<file path="config.mk">
export PLATFORM = sky130hd
export DESIGN_NAME = anton_pm_sequencer
export DESIGN_NICKNAME = d
export VERILOG_FILES = /design/src/rtl/anton_pm_sequencer.sv
export SDC_FILE = /design/constraint.sdc
export NUM_CORES = 1
export LEC_CHECK = 0
export CELL_PAD_IN_SITES_DETAIL_PLACEMENT = 0
export CELL_PAD_IN_SITES_GLOBAL_PLACEMENT = 1
export CORE_UTILIZATION = 34
export CTS_CLUSTER_DIAMETER = 50
export DETAILED_ROUTE_END_ITERATION = 10
export PLACE_DENSITY_LB_ADDON = 0.12
export SLEW_MARGIN = 25
export SYNTH_ARGS = -nofsm -noshare
export SYNTH_HDL_FRONTEND = slang
export SYNTH_SLANG_ARGS = --single-unit
</file>
<file path="constraint.sdc">
create_clock -name clk -period 3.55 [get_ports clk]
set_input_delay 0.8875 -clock clk [delete_from_list [all_inputs] [get_ports clk]]
set_output_delay 0.8875 -clock clk [all_outputs]
set_load 0.01 [all_outputs]
</file>
<file path="src/rtl/anton_pm_sequencer.sv">
// Controller for a nibble-serial add/sub accumulator datapath: arbitrates two
// operand requesters into a single buffer and sequences destructive 24-bit readback.
module anton_pm_sequencer (
  input  logic        clk,
  input  logic        reset,
  input  logic [1:0]  req_valid,
  input  logic [1:0]  req_op,
  input  logic [7:0]  req_data0,
  input  logic [7:0]  req_data1,
  output logic [1:0]  req_grant,
  input  logic        rd_req,
  output logic        rd_valid,
  output logic [23:0] rd_data,
  output logic        dp_reset,
  output logic        dp_read,
  output logic [3:0]  dp_nibble,
  input  logic [7:0]  dp_result,
  output logic        busy
);

  typedef enum logic [2:0] {IDLE, RD0, RD1, RD2, RD3} state_t;

  state_t      state_q, state_d;
  logic [1:0]  ph_q, ph_d;
  logic        buf_valid_q, buf_valid_d;
  logic        buf_op_q, buf_op_d;
  logic [7:0]  buf_data_q, buf_data_d;
  logic        buf_armed_q, buf_armed_d;
  logic        prio_q, prio_d;
  logic [23:0] rd_data_q, rd_data_d;
  logic        rd_valid_q, rd_valid_d;

  logic        read_phase;
  logic        low_hit, high_hit;
  logic        grant_ok, gnt_any, gnt_idx;
  logic [1:0]  gnt_vec;
  logic [3:0]  nibble;

  always_comb begin
    state_d     = state_q;
    ph_d        = ph_q;
    buf_valid_d = buf_valid_q;
    buf_op_d    = buf_op_q;
    buf_data_d  = buf_data_q;
    buf_armed_d = buf_armed_q;
    prio_d      = prio_q;
    rd_data_d   = rd_data_q;
    rd_valid_d  = 1'b0;
    gnt_any     = 1'b0;
    gnt_idx     = 1'b0;
    gnt_vec     = 2'b00;
    nibble      = 4'h0;

    read_phase = (state_q == RD0) || (state_q == RD1) || (state_q == RD2);
    low_hit    = buf_valid_q && (ph_q == {buf_op_q, 1'b0}) && !read_phase;
    high_hit   = buf_valid_q && buf_armed_q && (ph_q == {buf_op_q, 1'b1}) && !read_phase;

    // The datapath adds or subtracts whatever nibble it sees, so idle slots must see zero.
    if (buf_valid_q && (ph_q == {buf_op_q, 1'b0}))
      nibble = buf_data_q[3:0];
    else if (buf_valid_q && buf_armed_q && (ph_q == {buf_op_q, 1'b1}))
      nibble = buf_data_q[7:4];

    if (!read_phase)
      ph_d = ph_q + 2'd1;

    if (low_hit)
      buf_armed_d = 1'b1;
    if (high_hit) begin
      buf_valid_d = 1'b0;
      buf_armed_d = 1'b0;
    end

    grant_ok = (state_q == IDLE) && (!buf_valid_q || high_hit) && !rd_req;
    if (grant_ok) begin
      if (req_valid[prio_q]) begin
        gnt_any = 1'b1;
        gnt_idx = prio_q;
      end else if (req_valid[~prio_q]) begin
        gnt_any = 1'b1;
        gnt_idx = ~prio_q;
      end
    end

    if (gnt_any) begin
      gnt_vec[gnt_idx] = 1'b1;
      buf_valid_d      = 1'b1;
      buf_armed_d      = 1'b0;
      buf_op_d         = req_op[gnt_idx];
      buf_data_d       = gnt_idx ? req_data1 : req_data0;
      prio_d           = ~gnt_idx;
    end

    // Readback walks the accumulator out a byte at a time, lowest byte first.
    case (state_q)
      IDLE: if (rd_req && !buf_valid_q) state_d = RD0;
      RD0:  state_d = RD1;
      RD1: begin
        state_d         = RD2;
        rd_data_d[7:0]  = dp_result;
      end
      RD2: begin
        state_d         = RD3;
        rd_data_d[15:8] = dp_result;
      end
      RD3: begin
        state_d          = IDLE;
        rd_data_d[23:16] = dp_result;
        rd_valid_d       = 1'b1;
      end
      default: state_d = IDLE;
    endcase
  end

  always_ff @(posedge clk) begin
    if (reset) begin
      state_q     <= IDLE;
      ph_q        <= 2'd0;
      buf_valid_q <= 1'b0;
      buf_op_q    <= 1'b0;
      buf_data_q  <= 8'h00;
      buf_armed_q <= 1'b0;
      prio_q      <= 1'b0;
      rd_data_q   <= 24'h0;
      rd_valid_q  <= 1'b0;
    end else begin
      state_q     <= state_d;
      ph_q        <= ph_d;
      buf_valid_q <= buf_valid_d;
      buf_op_q    <= buf_op_d;
      buf_data_q  <= buf_data_d;
      buf_armed_q <= buf_armed_d;
      prio_q      <= prio_d;
      rd_data_q   <= rd_data_d;
      rd_valid_q  <= rd_valid_d;
    end
  end

  assign dp_reset  = reset;
  assign dp_read   = read_phase && !reset;
  assign dp_nibble = reset ? 4'h0 : nibble;
  assign req_grant = reset ? 2'b00 : gnt_vec;
  assign busy      = !reset && (buf_valid_q || (state_q != IDLE));
  assign rd_valid  = rd_valid_q;
  assign rd_data   = rd_data_q;

endmodule

</file>
# After elaboration in Yosys (flattened, before gate mapping)
# Index checks and enable logic that the tools add are counted.
[word_totals]
reg_bits = 42
input_bits = 31
elab_cells = 73
[op_classes]
n_eq_ne = 7
reduce_logical = 23
mux = 25
order_cmp = 4
add_sub_neg = 1
bitwise_logic = 2
[ops]
columns = ["op", "n"]
rows = [
  ["1-bit two-way mux", 16],
  ["4-bit two-way mux", 3],
  ["3-bit case mux with 4 select lines", 1],
  ["1-bit logical AND", 11],
  ["8-bit two-way mux", 1],
  ["3-bit by 2-bit equality test with 1-bit output, second input constant", 2],
  ["1-bit by 2-bit < comparator with 1-bit output, second input constant", 3],
  ["2-bit equality test", 2],
  ["1-bit zero test", 4],
  ["1-bit logical OR", 4],
  ["2-bit two-way mux", 2],
  ["3-bit by 1-bit equality test with 1-bit output, second input constant", 1],
  ["3-bit equality test, second input constant", 1],
  ["3-bit zero test", 1],
  ["3-bit two-way mux", 1],
  ["3-bit nonzero test", 1],
  ["3-bit OR reduction", 1],
  ["2-bit by 1-bit adder with 2-bit output, second input constant", 1],
  ["2-bit by 1-bit != test with 1-bit output, second input constant", 1],
  ["1-bit NOT", 2],
  ["2-bit nonzero test", 1],
  ["1-bit demux with 1-bit select", 1],
  ["1-bit >= comparator, second input constant", 1],
]

# Longest topological paths before layout
# Gate-level depths: netlist (run 1).
[depth]
word_depth = 15
depth_mapped = 6
ltp_nobuf = 4

# Least setup slack after synthesis (run 1)
# Ideal clock, no wire load.
[synth_path]
kind = "input to output"
startpoint = "in reset"
endpoint = "out busy"
path_stages = 4
slack_ns = 0.927
arrival_time_ns = 1.736
cell_sequence = "clkbuf_1 -> clkbuf_1 -> clkbuf_1 -> a21oi_1"
[synth_via]
elab_chain_cells = 2
[synth_rtl]
columns = ["item", "line", "text"]
rows = [
  ["start, declared", "5", "input logic reset,"],
  ["1-bit zero test", "143", "assign busy = !reset && (buf_valid_q || (state_q != IDLE));"],
  ["1-bit logical AND", "143", ""],
  ["end, declared", "18", "output logic busy"],
]
# No other way between the ends.

# Worst setup path in the final report (run 1)
[layout_path]
startpoint = "in reset"
endpoint = "out req_grant[1]"
[layout_via]
elab_chain_cells = 1
[layout_rtl]
columns = ["item", "line", "text"]
rows = [
  ["2-bit two-way mux", "142", "assign req_grant = reset ? 2'b00 : gnt_vec;"],
  ["end, declared", "10", "output logic [1:0] req_grant,"],
]
# No other way between the ends.

==> metrics.md, run 1 <==
| Metric | Value |
|---|---|
| HPWL after detailed placement | `3.199 mm` |
| Initial Util | `0.3623` |
| Worst setup startpoint | `reset` |
| Status | `finished clean` |
| Remaining routing DRC violations | `0` |
| CTS tree | `built` |
| Critical path class | `in2out` |
| CTS Buffer Depth | `2` |
| Setup violation total in the final timing report | `0` |
| Synth unique cells | `30` |
| Flops & latches, synth | `42` |
| Peak supply drop | `roughly 0.00029 V` |
| Core area | `4817 µm²` |
| CP Capture Type | `primary output` |
| Most frequent cells in the layout | `clkdlybuf4s50_1, nand2_1, dfxtp_1, a21oi_1, nor2_1` |
| Clock Latency Late Sink | `0.29 ns` |
| Initial drt markers | `103` |
| Final period utilization | `0.9668` |
| Hold Startpoint | `rd_data[20]` |
| Unrepaired setup endpoints after global routing | `no` |
| NumNets Final | `300` |
| Sequential-to-total area share from yosys stat | `0.4817` |
| Vias per cell | `around 4.8` |
| Setup tns final | `0 ns` |
| Layout cells sized above 1 | `0.06667` |
| Number of global-route vias before repair | `1,459` |
| CP Max Fanout | `13` |
| GP Congestion | `0.7202` |
| CTS clk-pin slew, worst paths | `0.08 ns` |
| # hold bufs at CTS | `0` |
| Worst hold path type | `reg2reg` |
| Post-CTS sizing | `0` |
| Die W | `73.65 µm` |
| P per Cell Area | `428.3 nW/µm²` |
| Startpoint types | `primary input` |
| Most common library cell in the layout ignoring fill and taps | `clkdlybuf4s50_1` |
| Crit path largest cell delay | `between 0.5 and 0.6 ns` |
| Cell Area, Synth | `around 1700 µm²` |
| CP max stage cell | `clkdlybuf4s50_1` |
| Critical Path RT | `2.66 ns` |
| Slew headroom | `0.5892` |
| Final WS setup | `0.1178 ns` |
| Detail Route Antenna Nets | `0` |
| Yosys warns | `0` |
| FP Rows | `25` |
| Syn Nets | `roughly 240` |
| CP arrival | `2.54 ns` |
| Period minus WS final | `3.432 ns` |
| Post-Synthesis Cells | `208` |
| First-pass GRT wire length | `6.989 mm` |
| Port Buf Inserts | `between 60 and 70` |
| Lkg Pwr | `about 0.9 nW` |
| Reg-to-reg startpoint | `state_q[1]` |
| Global Route Usage Sum | `0.1703` |
| CTS Buf Count | `5` |
| Clock Skews | `0.006589 ns` |
| Area growth syn-to-layout | `45.52%` |
| Die area | `5424 µm²` |
| R2r setup slk | `1.46 ns` |
| First-pass DRT Iterations | `4` |
| Routed WL | `4.450 mm` |
| Via count | `1,607` |
| Synth area leaders | `dfxtp_1, nand2_1, a21oi_1, a221o_1, nand2b_1` |
| Fin. max-slew vios | `0` |
| Root cell of the clock tree | `clkbuf_8` |
| Depth of the CTS H-tree | `2` |
| MaxCap Viol Count | `0` |
| DP Worst Slack | `0.1086 ns` |
| Total grt overflow | `0` |
| DR WL/cell | `13.20 µm` |
| Initial antenna violation count | `0` |
| Largest net degree at the start of global routing | `28` |
| Largest area contributor in the netlist | `dfxtp_1` |
| IO Pins | `65` |
| Reg2Reg Depth | `5` |
| Mean post-synth cell area | `8.391 µm²` |
| Die span in y | `73.65 µm` |
| Peak Freq | `291.4 MHz` |
| Clock Sinks | `42` |
| CP Capture Point | `req_grant[1]` |
| CP cell instances | `clkdlybuf4s50_1 > buf_4 > and4bb_4 > clkdlybuf4s50_1` |
| Post-CTS setup buffer count | `0` |
| Slew @ Worst Pin | `~0.61 ns` |
| ANT cells | `0` |
| Critical path's most frequent cell | `clkdlybuf4s50_1` |
| Top-area cell type share of the netlist area | `0.4817` |
| Crit Reg-Reg Endpoint | `buf_data_q[2]` |
| Hold Fails Final Rpt | `0` |
## worst max-delay path: cells and delay by family
family / cells / cell delay [ns]
buf+inv: 3 / 1.31
simple gates: 1 / 0.34
## metal layers
metal  vias up  track usage  wire length, µm
met3         2      0.05898              323
met5         -            0                0
met2        49       0.2406             1813
met1       725       0.2449             2286
met4         0      0.04487               27
li1        831            -                -
## cells by family (layout without fill, tap and decap cells)
logic type,Yosys count,in the layout,synth area share
AND/OR/NAND/NOR,87,87,0.2330
AO/OA/AOI/OAI,58,58,0.2179
flip-flops,42,42,0.4817
buffers and inverters,18,80,0.05233
XOR/XNOR,3,3,0.01506
## per-stage QoR
stage | power [mW] | hold WS, ns | cells | area [µm²] | utilization
6_report | 1.088 | 0.4543 | 337 | 2540 | 0.5273
3_5_place_dp | 0.7293 | 0.4465 | 329 | 2431 | 0.5047
4_1_cts | 1.102 | 0.4575 | 337 | 2540 | 0.5273
5_1_grt | 1.145 | 0.4736 | 337 | 2540 | 0.5273
2_1_floorplan | 0.6396 | 0.4682 | 208 | 1745 | -
3_3_place_gp | 0.7290 | 0.4409 | 329 | 2431 | 0.5047
## power breakdown
part	switching, mW	leakage [nW]	total (mW)	internal [mW]
sequential	0.0293	0.341	0.530	0.501
combinational	0.0875	0.488	0.188	0.101
clock	0.162	0.0579	0.369	0.207
## synthesized netlist by cell type
library cell and number:
o22a_1 3, inv_1 2, nor2b_1 1, nand2b_1 9
xnor2_1 2, o21a_1 1, buf_2 4, and4bb_4 1
clkbuf_1 8, buf_6 2, nor2_1 13, dfxtp_1 42
or2_2 1, a31oi_1 3, and2_1 3, buf_4 1
and4_1 1, xor2_1 1, a41o_1 2, a21oi_1 36
o21bai_4 1, nand2_1 54, buf_1 1, and4b_1 1
nor3_1 1, a221o_1 9, nor4_4 1, o21ai_0 2
nor4_1 1, a2111oi_0 1
## final cells by class
cell class / instances / area, µm²
Clock inverter: 3 / 40.04
Inverter: 2 / 7.507
Sequential cell: 42 / 840.8
Timing Repair Buffer: 70 / 685.7
Multi-Input combinational cell: 148 / 813.3
Clock buffer: 5 / 68.82
Fill cell: 496 / 2277
Tap cell: 67 / 83.83
## worst min path at each step
stage	cells past startpoint	to
4_1_cts	2	rd_data[4]
6_report	2	rd_data[20]
2_1_floorplan	2	prio_q
3_5_place_dp	2	rd_data[5]
5_1_grt	2	rd_data[7]
3_3_place_gp	2	rd_data[5]
## flip-flops by register name, indices dropped and copies added (netlist names)
name / count
buf_armed_q: 1
buf_valid_q: 1
buf_data_q: 8
rd_data: 24
buf_op_q: 1
ph_q: 2
rd_valid: 1
prio_q: 1
state_q: 3
No activity file was read; power rests on OpenSTA's default activity.
==> run 2, diff against run 1 <==
--- a/config.mk
+++ b/config.mk
@@ -8,6 +8,7 @@
 export CELL_PAD_IN_SITES_DETAIL_PLACEMENT = 0
 export CELL_PAD_IN_SITES_GLOBAL_PLACEMENT = 1
 export CORE_UTILIZATION = 34
+export CTS_BUF_LIST = sky130_fd_sc_hd__clkbuf_16
 export CTS_CLUSTER_DIAMETER = 50
 export DETAILED_ROUTE_END_ITERATION = 10
 export PLACE_DENSITY_LB_ADDON = 0.12
==> metrics.md, run 2 (same netlist as run 1, synthesis figures left out) <==
| Metric | Value |
|---|---|
| Status | `finished clean` |
| Die area | `5424 µm² (unchanged)` |
| CTS Buffer Depth | `2 (unchanged)` |
| Fin. max-slew vios | `0 (unchanged)` |
| Critical path class | `in2out` |
| Reg power frac | `0.434 (-0.053)` |
| FP Rows | `25 (unchanged)` |
| P per Cell Area | `470.7 nW/µm² (+9.9%)` |
| Global Route Usage Sum | `0.1717 (+0.001448)` |
| Reg-to-reg startpoint | `state_q[1]` |
| Crit path largest cell delay | `0.56 ns (+0.02 ns)` |
| Depth of the CTS H-tree | `2 (unchanged)` |
| IO Pins | `65 (unchanged)` |
| CTS tree | `built` |
| Most common library cell in the layout ignoring fill and taps | `clkdlybuf4s50_1` |
| Clock power share | `0.413 (+0.074)` |
| CP arrival | `2.54 ns (about the same)` |
| Number of global-route vias before repair | `1,478 (+1.3%)` |
| CTS Buf Count | `5 (unchanged)` |
| Slew @ Worst Pin | `0.6065 ns (-0.007356 ns)` |
| CP Depth | `5 (+1)` |
| Clock Latency Late Sink | `0.28 ns (about the same)` |
| Remaining routing DRC violations | `0 (unchanged)` |
| CP cell instances | `clkdlybuf4s50_1 > nor4_4 > o21a_1 > and4b_1 > clkdlybuf4s50_1` |
| Largest register FFs | `24 (unchanged)` |
| Worst hold path endpoint | `rd_data[20]` |
| Worst hold path type | `reg2reg` |
| Fin area | `2596 µm² (+2.2%)` |
| Power Internal | `0.9314 mW (+15%)` |
| CP top delay family | `buffers and inverters` |
| Clock Skews | `0.004903 ns (-0.001686 ns)` |
| Hold Startpoint | `rd_data[20]` |
| Most frequent cells in the layout | `clkdlybuf4s50_1, nand2_1, dfxtp_1, a21oi_1, nor2_1` |
| Vias per cell | `4.840 (+1.5%)` |
| MaxCap Viol Count | `0 (unchanged)` |
| Clock Sinks | `42 (unchanged)` |
| HPWL after detailed placement | `3.199 mm (unchanged)` |
| Via count | `1,631 (+1.5%)` |
| CP Max Fanout | `3 (-10)` |
| First-pass DRT Iterations | `4 (unchanged)` |
| Die span in y | `73.65 µm (unchanged)` |
| Die W | `73.65 µm (unchanged)` |
| Root cell of the clock tree | `clkbuf_16` |
| Port Buf Inserts | `64 (unchanged)` |
| Period minus WS final | `3.425 ns (-0.007002 ns)` |
| Critical path's most frequent cell | `clkdlybuf4s50_1` |
| Setup violation total in the final timing report | `0 (unchanged)` |
| CP Capture Type | `primary output` |
| Startpoint types | `primary input` |
| Initial Util | `0.3623 (unchanged)` |
| Core area | `4817 µm² (unchanged)` |
| Lkg Pwr | `0.9135 nW (+2.9%)` |
| Routed WL | `4.392 mm (-1.3%)` |
| Detail Route Antenna Nets | `0 (unchanged)` |
| Setup tns final | `0 ns (unchanged)` |
| Total grt overflow | `0 (unchanged)` |
| Hold depth | `2 (unchanged)` |
| Switching Share | `0.2379 (-0.01858)` |
| Hold Fails Final Rpt | `0 (unchanged)` |
| Crit Reg-Reg Endpoint | `buf_data_q[2]` |
| ANT cells | `0 (unchanged)` |
| Initial antenna violation count | `0 (unchanged)` |
| NumNets Final | `300 (unchanged)` |
| DR WL/cell | `13.03 µm (-1.3%)` |
| DP Area | `2431 µm² (unchanged)` |
| Peak supply drop | `0.0002670 V (-6.7%)` |
| Post-CTS sizing | `0 (unchanged)` |
| Slew headroom | `0.5942 (+0.004922)` |
| CP max stage cell | `clkdlybuf4s50_1` |
| WP buf/inv | `2 (-1)` |
| Unrepaired setup endpoints after global routing | `no` |
| CTS clk-pin slew, worst paths | `0.06 ns (-0.02 ns)` |
| GP Congestion | `0.7202 (unchanged)` |
| Area growth syn-to-layout | `48.75%` |
| Initial drt markers | `111 (+7.8%)` |
| Reg2Reg Depth | `5 (unchanged)` |
| Peak Freq | `292.0 MHz (+0.20%)` |
| Final period utilization | `0.9648 (-0.001972)` |
| Layout cells sized above 1 | `0.06667 (unchanged)` |
| Largest net degree at the start of global routing | `28 (unchanged)` |
| # hold bufs at CTS | `0 (unchanged)` |
| Combinational power share | `0.153 (-0.020)` |
| First-pass GRT wire length | `7.003 mm (+0.20%)` |
| Post-CTS setup buffer count | `0 (unchanged)` |
| NetSw | `0.2907 mW (+4.2%)` |
| Total power | `1.222 mW (+12%)` |
| R2r setup slk | `1.48 ns (+0.02 ns)` |
| Critical Path RT | `2.66 ns (about the same)` |
## run 2: cell types whose count changed in the layout (fill, tap and decap cells not counted)
| cell | delta |
|---|---|
| clkbuf_8 | -5 |
| clkbuf_16 | +5 |
## run 2: per-stage QoR
step | setup WS [ns] | hold slack, ns | utilization | std cells
finish | 0.1248 | 0.4515 | 0.5390 | 337
floorplan | 0.9267 | 0.4682 | - | 208
CTS | 0.1048 | 0.4539 | 0.5390 | 337
global route | 0.03930 | 0.4695 | 0.5390 | 337
global placement | 0.1099 | 0.4409 | 0.5047 | 329
detailed placement | 0.1086 | 0.4465 | 0.5047 | 329
## run 2: how the worst max path moves through the flow
stage / start / to / slack [ns]
final: rd_req / req_grant[0] / 0.12
after global routing: reset / req_grant[1] / 0.04
after CTS: rd_req / req_grant[0] / 0.10
after detailed placement: reset / req_grant[1] / 0.11
after global placement: rd_req / req_grant[0] / 0.11
after floorplan: reset / busy / 0.93
## run 2: layer usage
metal / vias up / global-route usage / share of wire
li1: 831 / - / -
met1: 733 / 0.2432 / 0.48
met2: 62 / 0.2416 / 0.42
met3: 5 / 0.05898 / 0.086
met4: 0 / 0.05769 / 0.011
met5: - / 0 / 0
## run 2: power by group through the flow
| stage | logic, mW | clock network (mW) | registers, mW |
|---|---|---|---|
| after detailed placement | 0.188 | 0 | 0.541 |
| after global routing | 0.206 | 0.541 | 0.536 |
| after CTS | 0.189 | 0.519 | 0.531 |
| after global placement | 0.188 | 0 | 0.541 |
| after floorplan | 0.109 | 0 | 0.530 |
| final | 0.187 | 0.504 | 0.531 |
## run 2: cell type report
type	count	area (µm²)
multi-input combinational	148	813.3
clock inverter	3	40.04
tap	67	83.83
sequential	42	840.8
fill	485	2221
timing repair buffer	70	685.7
clock buffer	5	125.1
inverter	2	7.507
## run 2: worst min-delay path, delay by kind of cell (launching register included)
family	cells	cell delay, ns
AND/OR/NAND/NOR	1	0.05
flip-flops	1	0.30
AO/OA/AOI/OAI	1	0.05
==> run 3, diff against run 2 <==
--- a/config.mk
+++ b/config.mk
@@ -7,6 +7,7 @@
 export LEC_CHECK = 0
 export CELL_PAD_IN_SITES_DETAIL_PLACEMENT = 0
 export CELL_PAD_IN_SITES_GLOBAL_PLACEMENT = 1
+export CORE_ASPECT_RATIO = 1.5
 export CORE_UTILIZATION = 34
 export CTS_BUF_LIST = sky130_fd_sc_hd__clkbuf_16
 export CTS_CLUSTER_DIAMETER = 50
==> metrics.md, run 3 (same netlist as run 1, synthesis figures left out) <==
| Metric | Value |
|---|---|
| CTS Buffer Depth | `2 (unchanged)` |
| Area growth syn-to-layout | `48.75% (unchanged)` |
| MaxCap Viol Count | `0 (unchanged)` |
| Switching Share | `0.2408 (+0.002914)` |
| NumNets Final | `300 (unchanged)` |
| Clock Skews | `0.004228 ns (-0.0006752 ns)` |
| CP Capture Type | `primary output` |
| First-pass DRT Iterations | `5 (+1)` |
| Detail Route Antenna Nets | `0 (unchanged)` |
| Total grt overflow | `0 (unchanged)` |
| Hold Worst Slack | `0.4523 ns (+0.0008530 ns)` |
| Die area | `5430 µm² (+0.10%)` |
| Root cell of the clock tree | `clkbuf_16` |
| Combinational power share | `0.152 (about the same)` |
| IO Pins | `65 (unchanged)` |
| Post-CTS sizing | `0 (unchanged)` |
| NetSw | `0.2954 mW (+1.6%)` |
| Largest register FFs | `24 (unchanged)` |
| Via count | `1,616 (-0.92%)` |
| ANT cells | `0 (unchanged)` |
| Peak Freq | `290.5 MHz (-0.51%)` |
| Fin area | `2596 µm² (unchanged)` |
| Final period utilization | `0.9698 (+0.004948)` |
| Layout cells sized above 1 | `0.06296 (-0.003704)` |
| Clock power share | `0.415 (+0.002)` |
| Core area | `4887 µm² (+1.5%)` |
| CTS clk-pin slew, worst paths | `0.06 ns (about the same)` |
| First-pass GRT wire length | `7.355 mm (+5.0%)` |
| CP cell instances | `clkdlybuf4s50_1 > buf_4 > and4bb_4 > clkdlybuf4s50_1` |
| Most frequent cells in the layout | `clkdlybuf4s50_1, nand2_1, dfxtp_1, a21oi_1, nor2_1` |
| Port Buf Inserts | `64 (unchanged)` |
| Startpoint types | `primary input` |
| Fin util | `0.5312 (-0.007727)` |
| Fin. max-slew vios | `0 (unchanged)` |
| Initial drt markers | `57 (-49%)` |
| P per Cell Area | `472.6 nW/µm² (+0.39%)` |
| Remaining routing DRC violations | `0 (unchanged)` |
| Number of global-route vias before repair | `1,610 (+8.9%)` |
| Depth of the CTS H-tree | `2 (unchanged)` |
| Post-CTS setup buffer count | `0 (unchanged)` |
| Clock Latency Late Sink | `0.28 ns (about the same)` |
| CTS Buf Count | `5 (unchanged)` |
| DP Area | `2430 µm² (about the same)` |
| FP Rows | `31 (+24%)` |
| CTS tree | `built` |
| CP max stage cell | `clkdlybuf4s50_1` |
| Setup tns final | `0 ns (unchanged)` |
| Critical Path RT | `2.66 ns (about the same)` |
| CP top delay family | `buffers and inverters` |
| Hold Fails Final Rpt | `0 (unchanged)` |
| GP Congestion | `0.7372 (+2.4%)` |
| Critical path's most frequent cell | `clkdlybuf4s50_1` |
| Lkg Pwr | `0.9111 nW (-0.26%)` |
| DR WL/cell | `13.06 µm (+0.18%)` |
| Initial Util | `0.3571 (-0.005195)` |
| Slew @ Worst Pin | `0.6150 ns (+0.008427 ns)` |
| Status | `finished clean` |
| Crit path largest cell delay | `0.56 ns (about the same)` |
| WP buf/inv | `3 (+1)` |
| Clock Sinks | `42 (unchanged)` |
| Critical path class | `in2out` |
| Final WS setup | `0.1072 ns (-0.01756 ns)` |
| Die span in y | `89.75 µm (+22%)` |
| Unrepaired setup endpoints after global routing | `no` |
| Die W | `60.50 µm (-18%)` |
| Initial antenna violation count | `0 (unchanged)` |
| Power Internal | `0.9315 mW (about the same)` |
| Setup violation total in the final timing report | `0 (unchanged)` |
| Period minus WS final | `3.443 ns (+0.01756 ns)` |
| Largest net degree at the start of global routing | `28 (unchanged)` |
| Most common library cell in the layout ignoring fill and taps | `clkdlybuf4s50_1` |
| Layout Cells excl Fill | `336 (-0.30%)` |
| Vias per cell | `4.810 (-0.62%)` |
| Peak supply drop | `0.0002522 V (-5.5%)` |
| Routed WL | `4.387 mm (-0.11%)` |
| Worst hold path type | `reg2reg` |
| Total power | `1.227 mW (+0.39%)` |
| Slew headroom | `0.5885 (-0.005638)` |
| Global Route Usage Sum | `0.1758 (+0.004068)` |
| CP Max Fanout | `13 (+10)` |
| DP Worst Slack | `0.1096 ns (+0.001007 ns)` |
| Reg power frac | `0.433 (about the same)` |
| Placed cell count | `328 (-0.30%)` |
| HPWL after detailed placement | `3.305 mm (+3.3%)` |
| CP arrival | `2.56 ns (+0.02 ns)` |
| # hold bufs at CTS | `0 (unchanged)` |
run 3: cell types whose count changed in the layout (fill, tap and decap cells not counted):
cell / delta
clkinv_2: -2
clkinvlp_4: +1
inv_1: +1
run 3: area by class of cell:
cell class / count / area (µm²)
inverters: 2 / 7.507
flip-flops and latches: 42 / 840.8
clock buffers: 5 / 125.1
well taps: 66 / 82.58
fillers: 491 / 2291
clock inverters: 3 / 41.29
repair buffers: 70 / 685.7
multi-input cells: 148 / 813.3
run 3: final timing paths:
| check | startpoint | end | slack (ns) | depth (start not counted) |
|---|---|---|---|---|
| max | reset | req_grant[1] | 0.11 | 4 |
| min | rd_data[5] | rd_data[5] | 0.45 | 2 |
| max reg2reg | state_q[1] | buf_data_q[7] | 1.50 | 5 |
| min reg2reg | rd_data[5] | rd_data[5] | 0.45 | 2 |
run 3: routing by layer:
metal | share of wire | global-route usage
met1 | 0.41 | 0.2027
met2 | 0.53 | 0.3114
met3 | 0.045 | 0.03309
met4 | 0.014 | 0.05682
met5 | 0 | 0
run 3: power by group through the flow:
| stage | registers [mW] | clock network, mW | logic, mW |
|---|---|---|---|
| 2_1_floorplan | 0.530 | 0 | 0.109 |
| 3_3_place_gp | 0.541 | 0 | 0.189 |
| 3_5_place_dp | 0.541 | 0 | 0.189 |
| 4_1_cts | 0.531 | 0.522 | 0.190 |
| 5_1_grt | 0.536 | 0.544 | 0.207 |
| 6_report | 0.531 | 0.509 | 0.187 |
run 3: worst register-to-register path, stage by stage (launching register included):
cell	delay, ns
dfxtp_1	0.54
o21bai_4	0.15
a41o_1	0.44
and4bb_4	0.29
buf_4	0.17
a221o_1	0.34
